## config.mk

```make
export PLATFORM = sky130hd
export DESIGN_NAME = fifo_ctrl_flat
export DESIGN_NICKNAME = d
export VERILOG_FILES = /design/src/rtl/fifo_ctrl_if.sv /design/src/rtl/fifo_ctrl.sv /design/src/flat_wrapper.sv
export SDC_FILE = /design/constraint.sdc
export NUM_CORES = 1
export LEC_CHECK = 0
export ABC_AREA = 1
export BUFFER_PORTS_ARGS = -buffer_cell sky130_fd_sc_hd__buf_2
export CORE_MARGIN = 2
export CORE_UTILIZATION = 54
export CTS_CLUSTER_DIAMETER = 50
export DETAILED_ROUTE_END_ITERATION = 10
export PLACE_DENSITY = 0.82
export SETUP_SLACK_MARGIN = 0.3
export SLEW_MARGIN = 40
export SYNTH_ARGS = -nofsm -noshare
export SYNTH_HDL_FRONTEND = slang
export SYNTH_SLANG_ARGS = --single-unit
export TNS_END_PERCENT = 30
```

## constraint.sdc

```tcl
create_clock -name clk -period 3.1 [get_ports clk]
set_clock_uncertainty 0.2 [all_clocks]
set_input_delay 0.62 -clock clk [delete_from_list [all_inputs] [get_ports clk]]
set_output_delay 0.62 -clock clk [all_outputs]
set_load 0.01 [all_outputs]
```

## src/rtl/fifo_ctrl_if.sv

```systemverilog
// Handshake and memory-control bundle between FIFO producer/consumer logic and fifo_ctrl.
interface fifo_ctrl_if #(
  parameter int unsigned AW = 3
);
  logic          push_i;
  logic          pop_i;
  logic          flush_i;
  logic          mem_wr_en_o;
  logic [AW-1:0] mem_wr_addr_o;
  logic          mem_rd_en_o;
  logic [AW-1:0] mem_rd_addr_o;
  logic          rd_valid_o;
  logic          full_o;
  logic          empty_o;
  logic [AW:0]   count_o;
  logic          overflow_o;
  logic          underflow_o;
  logic          almost_full_o;
  logic          almost_empty_o;

  modport master (
    output push_i, pop_i, flush_i,
    input  mem_wr_en_o, mem_wr_addr_o, mem_rd_en_o, mem_rd_addr_o, rd_valid_o,
    input  full_o, empty_o, count_o, overflow_o, underflow_o,
    input  almost_full_o, almost_empty_o
  );

  modport slave (
    input  push_i, pop_i, flush_i,
    output mem_wr_en_o, mem_wr_addr_o, mem_rd_en_o, mem_rd_addr_o, rd_valid_o,
    output full_o, empty_o, count_o, overflow_o, underflow_o,
    output almost_full_o, almost_empty_o
  );
endinterface

```

## src/rtl/fifo_ctrl.sv

```systemverilog
// FIFO controller sequencing an external dual-port memory: pointers, occupancy, flags, read-valid.
// Optional almost-full/almost-empty flags enabled by defining FIFO_CTRL_ALMOST_EN.
module fifo_ctrl #(
  parameter int unsigned DEPTH     = 8,
  parameter int unsigned AW        = 3,
  parameter int unsigned AF_THRESH = 6,
  parameter int unsigned AE_THRESH = 2
) (
  input logic        clk,
  input logic        rst_i,
  fifo_ctrl_if.slave bus
);
  localparam int unsigned CW = AW + 1;

  // Elaboration-time sanity check on the configuration.
  if (DEPTH != (1 << AW) || AF_THRESH > DEPTH || AE_THRESH > DEPTH) begin : g_param_chk
    $error("fifo_ctrl: DEPTH must equal 2**AW and thresholds must not exceed DEPTH");
  end

  logic [AW-1:0] wr_ptr_q, wr_ptr_d;
  logic [AW-1:0] rd_ptr_q, rd_ptr_d;
  logic [CW-1:0] count_q, count_d;
  logic          rd_valid_q, rd_valid_d;
  logic          overflow_q, overflow_d;
  logic          underflow_q, underflow_d;

  logic full, empty, acc_gate, wr_acc, rd_acc;

  assign full     = (count_q == CW'(DEPTH));
  assign empty    = (count_q == '0);
  // No accept while in reset or flushing, so the memory enables stay low.
  assign acc_gate = ~rst_i & ~bus.flush_i;
  assign wr_acc   = acc_gate & bus.push_i & (~full | bus.pop_i);
  assign rd_acc   = acc_gate & bus.pop_i & ~empty;

  always_comb begin
    wr_ptr_d    = wr_ptr_q;
    rd_ptr_d    = rd_ptr_q;
    count_d     = count_q;
    rd_valid_d  = 1'b0;
    overflow_d  = overflow_q;
    underflow_d = underflow_q;
    if (bus.flush_i) begin
      wr_ptr_d    = '0;
      rd_ptr_d    = '0;
      count_d     = '0;
      overflow_d  = 1'b0;
      underflow_d = 1'b0;
    end else begin
      if (wr_acc) wr_ptr_d = wr_ptr_q + AW'(1);
      if (rd_acc) rd_ptr_d = rd_ptr_q + AW'(1);
      case ({wr_acc, rd_acc})
        2'b10:   count_d = count_q + CW'(1);
        2'b01:   count_d = count_q - CW'(1);
        default: count_d = count_q;
      endcase
      rd_valid_d  = rd_acc;
      overflow_d  = overflow_q | (bus.push_i & full & ~bus.pop_i);
      underflow_d = underflow_q | (bus.pop_i & empty);
    end
  end

  always_ff @(posedge clk or posedge rst_i) begin
    if (rst_i) begin
      wr_ptr_q    <= '0;
      rd_ptr_q    <= '0;
      count_q     <= '0;
      rd_valid_q  <= 1'b0;
      overflow_q  <= 1'b0;
      underflow_q <= 1'b0;
    end else begin
      wr_ptr_q    <= wr_ptr_d;
      rd_ptr_q    <= rd_ptr_d;
      count_q     <= count_d;
      rd_valid_q  <= rd_valid_d;
      overflow_q  <= overflow_d;
      underflow_q <= underflow_d;
    end
  end

  assign bus.mem_wr_en_o   = wr_acc;
  assign bus.mem_wr_addr_o = wr_ptr_q;
  assign bus.mem_rd_en_o   = rd_acc;
  assign bus.mem_rd_addr_o = rd_ptr_q;
  assign bus.rd_valid_o    = rd_valid_q;
  assign bus.full_o        = full;
  assign bus.empty_o       = empty;
  assign bus.count_o       = count_q;
  assign bus.overflow_o    = overflow_q;
  assign bus.underflow_o   = underflow_q;

`ifdef FIFO_CTRL_ALMOST_EN
  assign bus.almost_full_o  = (count_q >= CW'(AF_THRESH));
  assign bus.almost_empty_o = (count_q <= CW'(AE_THRESH));
`else
  assign bus.almost_full_o  = 1'b0;
  assign bus.almost_empty_o = 1'b0;
`endif
endmodule

```

## src/flat_wrapper.sv

```systemverilog
// flat-port wrapper written by rule: the top's interface ports become plain ports
module fifo_ctrl_flat 
#(
  parameter int unsigned DEPTH     = 8,
  parameter int unsigned AW        = 3,
  parameter int unsigned AF_THRESH = 6,
  parameter int unsigned AE_THRESH = 2
)
  (clk, rst_i, bus_push_i, bus_pop_i, bus_flush_i, bus_mem_wr_en_o, bus_mem_wr_addr_o, bus_mem_rd_en_o, bus_mem_rd_addr_o, bus_rd_valid_o, bus_full_o, bus_empty_o, bus_count_o, bus_overflow_o, bus_underflow_o, bus_almost_full_o, bus_almost_empty_o);
  fifo_ctrl_if #(.AW(AW)) bus_i ();
  input logic clk;
  input logic rst_i;
  input wire logic [$bits(bus_i.push_i)-1:0] bus_push_i;
  input wire logic [$bits(bus_i.pop_i)-1:0] bus_pop_i;
  input wire logic [$bits(bus_i.flush_i)-1:0] bus_flush_i;
  output wire logic [$bits(bus_i.mem_wr_en_o)-1:0] bus_mem_wr_en_o;
  output wire logic [$bits(bus_i.mem_wr_addr_o)-1:0] bus_mem_wr_addr_o;
  output wire logic [$bits(bus_i.mem_rd_en_o)-1:0] bus_mem_rd_en_o;
  output wire logic [$bits(bus_i.mem_rd_addr_o)-1:0] bus_mem_rd_addr_o;
  output wire logic [$bits(bus_i.rd_valid_o)-1:0] bus_rd_valid_o;
  output wire logic [$bits(bus_i.full_o)-1:0] bus_full_o;
  output wire logic [$bits(bus_i.empty_o)-1:0] bus_empty_o;
  output wire logic [$bits(bus_i.count_o)-1:0] bus_count_o;
  output wire logic [$bits(bus_i.overflow_o)-1:0] bus_overflow_o;
  output wire logic [$bits(bus_i.underflow_o)-1:0] bus_underflow_o;
  output wire logic [$bits(bus_i.almost_full_o)-1:0] bus_almost_full_o;
  output wire logic [$bits(bus_i.almost_empty_o)-1:0] bus_almost_empty_o;
  assign bus_i.push_i = bus_push_i;
  assign bus_i.pop_i = bus_pop_i;
  assign bus_i.flush_i = bus_flush_i;
  assign bus_mem_wr_en_o = bus_i.mem_wr_en_o;
  assign bus_mem_wr_addr_o = bus_i.mem_wr_addr_o;
  assign bus_mem_rd_en_o = bus_i.mem_rd_en_o;
  assign bus_mem_rd_addr_o = bus_i.mem_rd_addr_o;
  assign bus_rd_valid_o = bus_i.rd_valid_o;
  assign bus_full_o = bus_i.full_o;
  assign bus_empty_o = bus_i.empty_o;
  assign bus_count_o = bus_i.count_o;
  assign bus_overflow_o = bus_i.overflow_o;
  assign bus_underflow_o = bus_i.underflow_o;
  assign bus_almost_full_o = bus_i.almost_full_o;
  assign bus_almost_empty_o = bus_i.almost_empty_o;
  fifo_ctrl #(.DEPTH(DEPTH), .AW(AW), .AF_THRESH(AF_THRESH), .AE_THRESH(AE_THRESH)) u_core (.clk(clk), .rst_i(rst_i), .bus(bus_i));
endmodule
```

==> summary.md <==
| Metric | Value |
|---|---|
| Cts-stage hold buffer count | 0 |
| Die width | 43.6 µm |
| Synth Register Bits | 13 |
| Residual DRC | 0 |
| Crit-path max FO | 5 |
| Synthesized instance count | 102 |
| Synth Warn # | 0 |
| Initial antenna violation count | 0 |
| Die H | 43.6 µm |
| Post-route minimum period | 2.29 ns |
| Rel. slew slack | about 67% |
| Cell Pwr Density | 522 nW/µm² |
| Crit path launch type | flop |
| F_max | 436 MHz |
| Final layout net count | 136 |
| RSZ-0062 raised after global routing | false |
| Mapped cell area | roughly 850 µm² |
| Worst skew pair latency | 0.29 ns |
| Fin crit share | 74.0% |
| Vias/cell | 5.04 |
| Final slew viol count | 0 |
| IO buf count | 21 |
| DP HPWL | 1.34 mm |
| Htree depth | 1 |
| Gpl congestion | 0.876 |
| Simple-gate share of the synthesized area | 31.4% |
| ANT cells | 0 |
| # rows | 14 |
| Fin util | 66.3% |
| Die area | 1900 µm² |
| DR WL/cell | about 12 µm |
| Worst slew pin tran | 0.500 ns |
| First-pass GRT wire length | 3.01 mm |
| Synth Area in Adders | 5.92% |
| Main combinational cell family by area after synthesis | simple AND/OR/NAND/NOR gates |
| Clock Tree Root | clkbuf_4 |
| Routed wire length | between 1.5 and 2 mm |
| Mux cell area share after synthesis | 0% |
| Worst vdd ir | 0.341 mV |
| Register area share after synthesis | 38.5% |
| Most common cell after layout, fill and taps aside | buf_2 |
| WP data arrival | 1.47 ns |
| P&R area growth vs syn | 16.7% |
| Clock sinks | 13 |
| Status | finished, final reports clean |
| TritonCTS clock tree | done |
| Syn_area_per_cell | 8.29 µm² |
| Number of max-cap violations | 0 |
| Worst Path Required | 2.28 ns |
| Compound-Gate Fraction of Synth Area | 11.1% |
| Final hold violation count | 0 |
| Hold Crit Class | input pin to async pin |
| Initial Utilization | about 57% |
| XOR/XNOR share of the synthesized area | under 10% |
| 1st-iter DRT viols | 12 |
| Pre-antenna DRT Iters | 4 |
| Most frequent cells in the layout | 21 x buf_2, 16 x nand2_1, 13 x dfrtp_1, 12 x inv_1, 11 x nor2_1 |
| CTS buffer count | 3 |
| Gr ovfl total | 0 |
| Core area | 1490 µm² |
| IO Count | 24 |
| Final setup viols | 0 |
| Routed vias | 716 |
| Largest net degree at the start of global routing | 14 |
| Setup Slack @ Placement | 0.878 ns |
| Clock slew at reported path FFs | 0.08 ns |
| Vias in the first global route | 658 |
| Distinct cells, synth | 26 |
| Layout cells sized above 1 | 38.1% |
| Post-CTS Setup Bufs | 0 |
| Clock Path Buffers | 2 |
| Leakage power | 0.589 nW |
| Post-CTS sizing | 0 |
| Routed Antenna Nets | 0 |
| Power consumption | roughly 0.52 mW |
| Setup tns final | 0 ns |
| Global Route Usage Sum | 21.5% |
| Post-route setup slack | just over 0.8 ns |
| Critical path class | flop to output pin |
| Crit. End Element | output pin |
-- critical path, cell delays in order, from the launching register on --
cell	delay (ns)
dfrtp_1	0.45
nor2_1	0.20
nand3_2	0.10
nand2_1	0.17
inv_1	0.11
buf_2	0.15
-- final cells by class --
cell class,instances,area [µm²]
clock buffers,3,22.5
clock inverters,1,5.00
fillers,130,502
inverters,19,75.1
multi-input cells,69,434
flip-flops and latches,13,325
well taps,16,20.0
repair buffers,21,105
-- logic make-up after synthesis --
group | Yosys count
and+or+nand+nor | 47
other | 1
xor gates and xnor gates | 2
DFF | 13
AOI/OAI and AO/OA | 14
adders and majority gates | 4
buffers and inverters | 21
-- through the flow --
stage          std cells  hold slack, ns  area [µm²]
3_3_place_gp         138           0.244         960
4_1_cts              142           0.206         987
3_5_place_dp         138           0.248         960
6_report             142           0.182         987
5_1_grt              142           0.240         987
2_1_floorplan        103           0.297         850
-- registers in the layout, summed over array words and instances, names as in the netlist --
name,flops
u_core.bus.underflow_o,1
u_core.bus.overflow_o,1
u_core.bus.mem_rd_addr_o,3
u_core.bus.rd_valid_o,1
u_core.bus.mem_wr_addr_o,3
u_core.bus.count_o,4
-- metal layers --
metal  global-route usage, %  part of all wire, %  vias up  wire length, µm
li1                        -                    -      368                -
met1                    30.2                   44      326              740
met2                    33.5                   50       17              843
met3                    2.50                  4.2        5               70
met4                    9.09                  1.7        0               29
met5                       0                    0        -                0
-- synth_stat cells --
cell       n  area, µm²
nand2_1   16       60.1
dfrtp_1   13        325
inv_1     12       45.0
nor2_1    11       41.3
inv_2      5       18.8
a21oi_1    4       20.0
ha_1       4       50.1
nand3_1    4       20.0
o21ai_0    4       20.0
nand2_2    3       18.8
nand3_2    3       30.0
nor2_2     3       18.8
buf_4      2       15.0
nor2_4     2       22.5
nor3_1     2       10.0
o21a_1     2       15.0
o21ai_1    2       10.0
xor2_1     2       17.5
a21oi_4    1       16.3
clkinv_2   1       5.00
conb_1     1       3.75
inv_4      1       6.26
nand2_4    1       11.3
nand4_2    1       12.5
nor2_8     1       20.0
o22ai_2    1       12.5
-- power by group --
group	internal, mW	leakage, nW	switching (mW)
Clock	0.0480	0.0177	0.0606
Sequential	0.188	0.177	0.0243
Combinational	0.0687	0.394	0.126
Total	0.304	0.589	0.211
-- final timing paths --
kind | start | end | slack, ns | depth (start not counted)
max in group asynchronous | rst_i | u_core.bus.count_o[1] | 2.18 | 2
setup / recovery | u_core.bus.count_o[0] | bus_mem_wr_en_o | 0.81 | 5
min in group clk | u_core.bus.mem_rd_addr_o[2] | u_core.bus.mem_rd_addr_o[2] | 0.26 | 1
hold reg to reg | u_core.bus.mem_rd_addr_o[2] | u_core.bus.mem_rd_addr_o[2] | 0.26 | 1
setup reg to reg | u_core.bus.count_o[0] | u_core.bus.count_o[3] | 1.00 | 12
hold / removal | rst_i | u_core.bus.mem_rd_addr_o[0] | 0.18 | 2
(Power assumes the default switching activity.)
